File: config.mk
export PLATFORM = sky130hd
export DESIGN_NAME = matrix_stream_loader
export DESIGN_NICKNAME = d
export VERILOG_FILES = /design/src/rtl/matrix_stream_loader.sv
export SDC_FILE = /design/constraint.sdc
export NUM_CORES = 1
export LEC_CHECK = 0
export BUFFER_PORTS_ARGS = -buffer_cell sky130_fd_sc_hd__buf_2
export CORE_ASPECT_RATIO = 0.75
export CORE_MARGIN = 3
export CORE_UTILIZATION = 55
export DETAILED_ROUTE_END_ITERATION = 10
export PLACE_DENSITY = 0.72
export RECOVER_POWER = 25
export SETUP_SLACK_MARGIN = 0.2
export SLEW_MARGIN = 20
export SYNTH_ARGS = -nofsm -noshare
export SYNTH_HDL_FRONTEND = slang
export SYNTH_SLANG_ARGS = --single-unit
File: constraint.sdc
create_clock -name clk -period 2.8 [get_ports clk]
set_input_delay 0.28 -clock clk [delete_from_list [all_inputs] [get_ports clk]]
set_output_delay 0.28 -clock clk [all_outputs]
set_load 0.02 [all_outputs]
File: src/rtl/matrix_stream_loader.sv
// Receives a strobe/ack stream of 32-bit elements into an m x m buffer (row-major or
// transposed) and serves it through a registered (i, j) random-access read port.
module matrix_stream_loader #(
  parameter int m         = 4,
  parameter int m_len     = $clog2(m),
  parameter bit TRANSPOSE = 1'b0
) (
  input  logic             clk,
  input  logic             rst,
  input  logic             start,
  input  logic [31:0]      in_data,
  input  logic             in_stb,
  output logic             in_ack,
  output logic [m_len-1:0] wr_i,
  output logic [m_len-1:0] wr_j,
  input  logic [m_len-1:0] rd_i,
  input  logic [m_len-1:0] rd_j,
  output logic [31:0]      rd_data,
  output logic             loaded
);

  localparam int N   = m * m;
  localparam int K_W = $clog2(N + 1);
  localparam logic [K_W-1:0]   LAST_K   = K_W'(N - 1);
  localparam logic [m_len-1:0] LAST_COL = m_len'(m - 1);

  typedef enum logic [1:0] {
    IDLE = 2'd0,
    LOAD = 2'd1,
    FULL = 2'd2
  } state_t;

  state_t           state_q, state_d;
  logic [K_W-1:0]   k_q, k_d;
  logic [m_len-1:0] row_q, row_d;
  logic [m_len-1:0] col_q, col_d;
  logic             ack_q, ack_d;
  logic             loaded_q, loaded_d;
  logic [31:0]      rd_data_q;
  logic [31:0]      buf_q [0:m-1][0:m-1];

  logic             capture_s;
  logic [m_len-1:0] wr_row_s;
  logic [m_len-1:0] wr_col_s;
  logic [31:0]      rd_word_s;

  // row_q/col_q are k/m and k%m kept as counters; TRANSPOSE only swaps them.
  assign wr_row_s = TRANSPOSE ? col_q : row_q;
  assign wr_col_s = TRANSPOSE ? row_q : col_q;

  // Next-state, element counter and acknowledge generation.
  always_comb begin
    state_d   = state_q;
    k_d       = k_q;
    row_d     = row_q;
    col_d     = col_q;
    ack_d     = 1'b0;
    capture_s = 1'b0;
    case (state_q)
      IDLE: begin
        if (start) begin
          state_d = LOAD;
          k_d     = '0;
          row_d   = '0;
          col_d   = '0;
        end else begin
          state_d = IDLE;
        end
      end
      LOAD: begin
        // ack_q blocks the strobe still held from the previous exchange.
        if (in_stb && !ack_q) begin
          capture_s = 1'b1;
          ack_d     = 1'b1;
          if (k_q == LAST_K) begin
            state_d = FULL;
            k_d     = '0;
            row_d   = '0;
            col_d   = '0;
          end else begin
            k_d = k_q + K_W'(1);
            if (col_q == LAST_COL) begin
              col_d = '0;
              row_d = row_q + m_len'(1);
            end else begin
              col_d = col_q + m_len'(1);
            end
          end
        end else begin
          state_d = LOAD;
        end
      end
      FULL: begin
        if (start) begin
          state_d = LOAD;
          k_d     = '0;
          row_d   = '0;
          col_d   = '0;
        end else begin
          state_d = FULL;
        end
      end
      default: begin
        state_d = IDLE;
        k_d     = '0;
        row_d   = '0;
        col_d   = '0;
      end
    endcase
    loaded_d = (state_d == FULL);
  end

  // Read-port word select; out-of-range coordinates read as zero.
  always_comb begin
    if ((int'(rd_i) < m) && (int'(rd_j) < m)) begin
      rd_word_s = buf_q[rd_i][rd_j];
    end else begin
      rd_word_s = 32'h0000_0000;
    end
  end

  // State, counters, buffer and registered read data.
  always_ff @(posedge clk) begin
    if (rst) begin
      state_q   <= IDLE;
      k_q       <= '0;
      row_q     <= '0;
      col_q     <= '0;
      ack_q     <= 1'b0;
      loaded_q  <= 1'b0;
      rd_data_q <= 32'h0000_0000;
      for (int i = 0; i < m; i++) begin
        for (int j = 0; j < m; j++) begin
          buf_q[i][j] <= 32'h0000_0000;
        end
      end
    end else begin
      state_q   <= state_d;
      k_q       <= k_d;
      row_q     <= row_d;
      col_q     <= col_d;
      ack_q     <= ack_d;
      loaded_q  <= loaded_d;
      rd_data_q <= rd_word_s;
      if (capture_s) begin
        buf_q[wr_row_s][wr_col_s] <= in_data;
      end
    end
  end

  assign in_ack  = ack_q;
  assign loaded  = loaded_q;
  assign rd_data = rd_data_q;
  assign wr_i    = wr_row_s;
  assign wr_j    = wr_col_s;

endmodule

## Word-level counts from Yosys, hierarchy flattened

Memories as Yosys holds them, arrays and structs flattened.
Index checks and enable logic that the tools add are counted.

| storage, ports and cells | value |
|---|---|
| register bits | 45 |
| bits in latches | 0 |
| RAM bits | 512 |
| bits in read-only memories | 0 |
| input port bits | 40 |
| logic and storage cells | 65 |
| memories | 1 |

Memories:

| memory | words | bits a word | rd ports | clocked after Yosys merged registers in | wr ports | RTL line | text |
|---|---|---|---|---|---|---|---|
| buf_q | 4 | 128 | 1 | 0 | 4 | 40 | `logic [31:0] buf_q [0:m-1][0:m-1];` |

| cells by class | value |
|---|---|
| $add $sub $neg | 3 |
| multiply operators | 0 |
| div/mod/pow operators | 0 |
| $lt $le $gt $ge | 3 |
| equal/unequal tests | 8 |
| shift operators | 0 |
| multiplexer cells | 33 |
| bitwise logic cells | 2 |
| reduce and logical (&&, ||, !) cells | 8 |

Operators by type and width:

| operator | count |
|---|---|
| 128-bit two-way mux | 3 |
| 128-bit OR reduction | 1 |
| 32-bit two-way mux | 3 |
| 32-bit binary-select mux with 2-bit select | 1 |
| 32-bit demux with 2-bit select | 1 |
| 2-bit two-way mux | 11 |
| 5-bit two-way mux | 3 |
| 5-bit case mux with 2 select lines | 1 |
| 2-bit case mux with 2 select lines | 2 |
| 1-bit two-way mux | 7 |
| 2-bit equality test, second input constant | 3 |
| 3-bit >= comparator, second input constant | 2 |
| 2-bit inverter with 3-bit output | 2 |
| 2-bit case mux with 3 select lines | 1 |
| 5-bit by 1-bit adder with 5-bit output, second input constant | 1 |
| 5-bit by 4-bit equality test with 1-bit output, second input constant | 1 |
| 2-bit by 1-bit adder with 2-bit output, second input constant | 2 |
| 3-bit by 1-bit less-than comparator with 1-bit output, second input constant | 1 |
| 3-bit != test, second input constant | 1 |
| 3-bit AND reduction | 1 |
| 2-bit by 1-bit equality test with 1-bit output, second input constant | 1 |
| 1-bit logical AND | 2 |
| 2-bit zero test | 1 |
| 2-bit by 1-bit != test with 1-bit output, second input constant | 1 |
| 4 further kinds | 4 |

## Depth between registers and ports, before layout

Gate-level depths: netlist of the first run.

| logic depth | value |
|---|---|
| word-level depth | 9 |
| depth in mapped cells | 7 |
| mapped depth without buffers | 5 |

## Worst setup path before layout of the first run

OpenSTA, ideal clock, no wires.

| timing | value |
|---|---|
| kind | register to register |
| start point | register ack_q, in the netlist in_ack |
| end point | memory buf_q[1][100] (netlist bit) (enable) |
| data arrival time | 1884 ps |
| data required time | 2412 ps |
| path slack | 528 ps |
| cell stages (with the launch flop) | 5 |
| path buffers | 1 |
| cells stage by stage | dfxtp_1 nand4bb_4 nor3b_4 buf_2 a21o_1 |

RTL lines:

| what | RTL line | text |
|---|---|---|
| start: declaration | 37 | `logic ack_q, ack_d;` |
| start signal: assignment | 142 | `ack_q <= ack_d;` |
| end: declaration | 40 |  |

==> results of run 1 <==
## sequential cells by signal, indices dropped and copies added, names as in the netlist
register / count
buf_q: 512
rd_data: 32
k_q: 5
state_q: 2
wr_i: 2
wr_j: 2
in_ack: 1
loaded: 1
## cells in the final DEF (no fill, tap or decap), types with 10 or more instances in the layout
cell type  count
buf_12        10
or2_2         10
and2_0        40
nand2b_1      18
buf_4         37
a22oi_1      107
o21ai_0       29
clkbuf_2      10
dfxtp_1       45
mux4_2        20
clkbuf_1      51
nand3_1       34
nor2_1        14
and2_1       344
mux2i_1      216
and3_1       131
clkbuf_16     53
clkinv_1      10
edfxtp_1     512
buf_2         38
nand2_1       36
## power by group
part           switching [mW]  internal, mW
clock network            3.09          4.22
logic                   0.842         0.378
registers              0.0991          9.37
total                    4.03          14.0
## area by class of cell
cell class,instances,area [µm²]
diodes,3,7.51
clock buffers,72,1470
clock inverters,27,289
fillers,3332,16600
inverters,6,22.5
multi-input cells,1060,7830
flip-flops and latches,557,16300
well taps,578,723
repair buffers,136,890
## Yosys cell counts (all sizes together)
cell type    n
dfxtp       45
and3       140
nand2       36
nor2b        2
a21o         4
and2b        1
nor2        16
or3          1
a21oi        8
a32oi        1
mux2i      216
o211ai       4
a31oi        2
inv          6
nor3b        3
nor3         2
or4          1
clkbuf      82
edfxtp     512
a22oi      107
nand2b      18
mux4        20
and2       385
or4b         1
o31ai        2
o21ai       31
and4b        1
buf         77
nand3       34
nand4b       1
or2         12
nand4bb      1
o22ai        1
ha           9
## cell families after synthesis
group           count (synthesis)  share of synthesized area [%]
mux                           236                           10.5
buf+inv                       165                           3.56
flops                         557                           65.1
compound gates                160                           4.43
fa+ha+maj                       9                          0.451
simple gates                  655                           16.0
## per-stage QoR
stage | power [mW] | setup WS, ns | utilization (%) | cells | hold slack (ns)
after floorplan | 10.4 | 0.528 | - | 1782 | 0.424
after global placement | 10.8 | 0.453 | 58.6 | 2336 | 0.468
after global routing | 18.5 | 0.149 | 62.4 | 2438 | 0.152
after detailed placement | 10.9 | 0.365 | 58.6 | 2336 | 0.466
final | 18.0 | 0.261 | 62.4 | 2439 | 0.154
after CTS | 18.1 | 0.353 | 62.6 | 2436 | 0.0809
## worst paths after layout
kind	endpoint	slack [ns]	depth (start not counted)
max	buf_q[1][69]	0.26	4
min	state_q[1]	0.15	2
max reg2reg	buf_q[1][69]	0.26	4
min reg2reg	k_q[4]	0.48	1
## per-layer routing
metal	track usage (%)	vias up	wire, µm
met2	43.1	709	29600
met5	0	-	12
met1	38.5	7532	26700
met4	8.27	2	1790
li1	-	6615	-
met3	5.13	104	5990
## worst max-delay path: stages (launching register included)
cell and delay (ns):
dfxtp_1 0.39, nand4bb_1 0.35, nor2_4 0.33, and3_2 0.23, or2_2 0.84
## timing repair
action,4_1_cts,5_1_grt
hold buffers,1,0
gates resized for setup,0,0
endpoints found under the hold margin,1,0
==> results.json, run 1 <==
{
  "end_kind": "register",
  "power_density_nw_per_um2": 654,
  "drive_gt1_share_pct": 11.8,
  "crit_arrival_ns": 2.74,
  "numCtsBuffers": 53,
  "max_slew_margin_pct": -14.1,
  "drv_slew": 17,
  "period_minus_slack_ns": 2.54,
  "syn_to_final_growth_pct": 10.1,
  "syn_nets": 1831,
  "drc": 0,
  "postCtsSetupRepairBufs": 0,
  "min_period_over_period_pct": 90.7,
  "final_nets": 1863,
  "antenna_found_initial": 5,
  "start_util_pct": 56.7,
  "cts_root_buf": "clkbuf_16",
  "core_um2": 44100,
  "numPortBuffers": 77,
  "dieHeight_um": 191,
  "clock_latency_ns": 0.60,
  "cts.sinks": 557,
  "grt_pass1_wl_um": 96600,
  "cts.clk_slew.worst_paths_ns": 0.06,
  "yosysTopAreaCell": "edfxtp_1",
  "cp-start-kind": "register",
  "synth_top_area_share_pct": 61.5,
  "synth-seq-area-share_pct": 65.1,
  "synth-seq-cells": 557,
  "peakVddDrop_uv": 568,
  "hp-start": "rst",
  "drtAntennaViolNets": 0,
  "max_clock_freq_mhz": 394,
  "synth_area_leaders": "edfxtp_1, and2_1, mux2i_1",
  "setup_viol": 0,
  "path_class": "register to register",
  "violations": "max-capacitance violations, max-slew violations",
  "grt_max_degree": 125,
  "drv_cap": 1,
  "ios": 78,
  "htree_levels": 2,
  "grt_pass1_vias": 15200,
  "cts_tree": "done",
  "syn_area_um2": 25000,
  "netlist_instances": 1782,
  "die_area_um2": 48100,
  "viasPerCell": 6.13,
  "fin_area_um2": 27500,
  "clockBufferDepth": 3,
  "syn_avg_cell_area_um2": 14.0,
  "setup_tns_ns": 0,
  "critical_path.max_fanout": 32,
  "first_pass_iters": 7,
  "place.gp.congestion": 0.829,
  "worst-endpoint-required_ns": 3.00,
  "dp_hpwl_um": 37000,
  "worst_pin_slew_ns": 1.71,
  "num_vias": 15000,
  "reg2reg_from": "state_q[0]",
  "wl_per_cell_um": 26.3,
  "synth_cell_types": 41,
  "final.setup_skew_ns": 0.0270,
  "hold_class": "input pin to register",
  "wl_um": 64100,
  "die_w_um": 252,
  "std_cell_rows": 66,
  "finalHoldViolations": 0,
  "drtIter0Drc": 1697,
  "power.leakage_nw": 11.1,
  "yosysWarnings": 0,
  "grt_overflow": 0,
  "track_usage_pct": 27.1,
  "crit_start": "state_q[0]",
  "place_area_um2": 25800,
  "rsz0062_at_grt": "no",
  "status": "complete, but fails checks"
}
Note: power is estimated with default switching activity, not from simulation.
==> run 2: changes to the inputs <==
--- a/config.mk
+++ b/config.mk
@@ -12,7 +12,7 @@
 export DETAILED_ROUTE_END_ITERATION = 10
 export PLACE_DENSITY = 0.72
 export RECOVER_POWER = 25
-export SETUP_SLACK_MARGIN = 0.2
+export SETUP_SLACK_MARGIN = 0.5
 export SLEW_MARGIN = 20
 export SYNTH_ARGS = -nofsm -noshare
 export SYNTH_HDL_FRONTEND = slang
==> results.json, run 2 (synthesis gave the netlist of run 1 again) <==
{
  "dieHeight_um": 191,
  "max_clock_freq_mhz": 405,
  "worst_pin_slew_ns": 1.71,
  "power_frac_clock_pct": 40.6,
  "setup_tns_ns": 0,
  "final.setup_skew_ns": 0.0261,
  "min_period_over_period_pct": 88.3,
  "drv_cap": 1,
  "std_cell_rows": 66,
  "period_minus_slack_ns": 2.47,
  "path_class": "input pin to register",
  "first_pass_iters": 7,
  "start_util_pct": 56.7,
  "switching_share_pct": 22.4,
  "htree_levels": 2,
  "antenna_found_initial": 5,
  "core_um2": 44100,
  "grt_overflow": 0,
  "path_cells": "buf_2 -> nor2_1 -> buf_12 -> a22oi_1 -> nand3_1 -> o21ai_0",
  "end_kind": "register",
  "max_slew_margin_pct": -14.3,
  "cts.clk_slew.worst_paths_ns": 0.06,
  "final_nets": 1863,
  "cts_tree": "done",
  "worst-endpoint-required_ns": 3.22,
  "drc": 0,
  "final_cell_mix": "edfxtp_1, and2_1, mux2i_1, and3_1, a22oi_1",
  "peakVddDrop_uv": 569,
  "wl_per_cell_um": 26.2,
  "fin_util_pct": 62.4,
  "drtAntennaViolNets": 0,
  "p_switching_mw": 4.02,
  "hold_class": "input pin to register",
  "power_density_nw_per_um2": 654,
  "layout_commonest_cell": "edfxtp_1",
  "clock_latency_ns": 0.60,
  "cpPeakStageDelay_ns": 1.39,
  "met2_wirelength_um": 29600,
  "drtIter0Drc": 1628,
  "drv_slew": 17,
  "clockBufferDepth": 3,
  "ios": 78,
  "wl_met3_um": 6040,
  "wl_um": 63900,
  "power.leakage_nw": 11.1,
  "status": "complete, but fails checks",
  "largest_reg_flops": 512,
  "viasPerCell": 6.12,
  "wl_met1_um": 26500,
  "num_vias": 14900,
  "violations": "max-capacitance violations, max-slew violations",
  "top_layer": "met5",
  "numPortBuffers": 77,
  "track_usage_pct": 27.1,
  "fillers": 3328,
  "cp-start-kind": "input pin",
  "setup_viol": 0,
  "grt_pass1_wl_um": 96700,
  "die_area_um2": 48100,
  "top_register": "buf_q",
  "crit_arrival_ns": 2.89,
  "drive_gt1_share_pct": 11.8,
  "crit_slowest_cell": "nor2_1",
  "p_int_mw": 14.0,
  "cts.sinks": 557,
  "p_comb_share_pct": 6.8,
  "grt_max_degree": 125,
  "rsz0062_at_grt": "no",
  "syn_to_final_growth_pct": 10.1,
  "die_w_um": 252,
  "cts_root_buf": "clkbuf_16",
  "grt_pass1_vias": 15200,
  "dp_hpwl_um": 37000,
  "critical_path.max_fanout": 32,
  "finalHoldViolations": 0,
  "place.gp.congestion": 0.829,
  "numCtsBuffers": 53,
  "power.share.sequential_pct": 52.6
}
-- run 2: cell types whose count changed in the layout (fill, tap and decap cells not counted), sizes merged --
cell | previous run | this run
diode | 3 | 5
buf | 86 | 87
clkbuf | 121 | 120
-- run 2: worst paths after layout --
| check | start | to | slack (ns) | cells past startpoint |
|---|---|---|---|---|
| worst max-delay path | rd_j[0] | rd_data[23] | 0.33 | 6 |
| worst min-delay path | rst | state_q[1] | 0.15 | 2 |
| worst min register to register | k_q[4] | k_q[4] | 0.48 | 1 |
| worst max register to register | state_q[0] | buf_q[0][58] | 0.34 | 5 |
-- run 2: cell type report --
type                    instances  area (µm²)  area share [%]
clock buffers                  72        1470            5.33
clock inverters                27         289            1.05
flip-flops and latches        557       16300            59.1
inverters                       6        22.5          0.0818
repair buffers                136         892            3.24
well taps                     578         723            2.63
diodes                          5        12.5          0.0455
multi-input cells            1060        7840            28.5
-- run 2: stage by stage --
step                hold WS (ns)  cell area, µm²  std cells  power (mW)  setup WS, ns
floorplan                  0.424           25000       1782        10.4         0.528
global placement           0.468           25800       2336        10.8         0.453
detailed placement         0.466           25800       2336        10.9         0.365
CTS                       0.0809           27600       2436        18.1         0.526
global route               0.160           27500       2438        18.5         0.254
finish                     0.151           27500       2441        18.0         0.328
-- run 2: what timing repair did --
action / in CTS / in global routing
hold buffers: 1 / 0
pin swaps: 0 / 0
setup buffers: 0 / 0
resized for setup: 5 / 1
endpoints found under the setup margin: 135 / 32
endpoints found under the hold margin: 1 / 0
-- run 2: power by group through the flow --
stage	Clock, mW	Sequential [mW]	Combinational, mW
3_3_place_gp	0	9.63	1.21
3_5_place_dp	0	9.64	1.23
4_1_cts	7.36	9.46	1.23
6_report	7.30	9.46	1.22
2_1_floorplan	0	9.66	0.705
5_1_grt	7.74	9.49	1.30
-- run 2: routing by layer --
metal	vias up	GRT usage, %
li1	6610	-
met1	7522	38.6
met2	696	43.1
met3	104	5.03
met4	2	8.25
met5	-	0
-- run 2: worst max-delay path: cells and delay by family --
family                 cells  cell delay (ns)
and+or+nand+nor            2             1.57
buffers and inverters      2             0.69
AOI/OAI and AO/OA          2             0.31
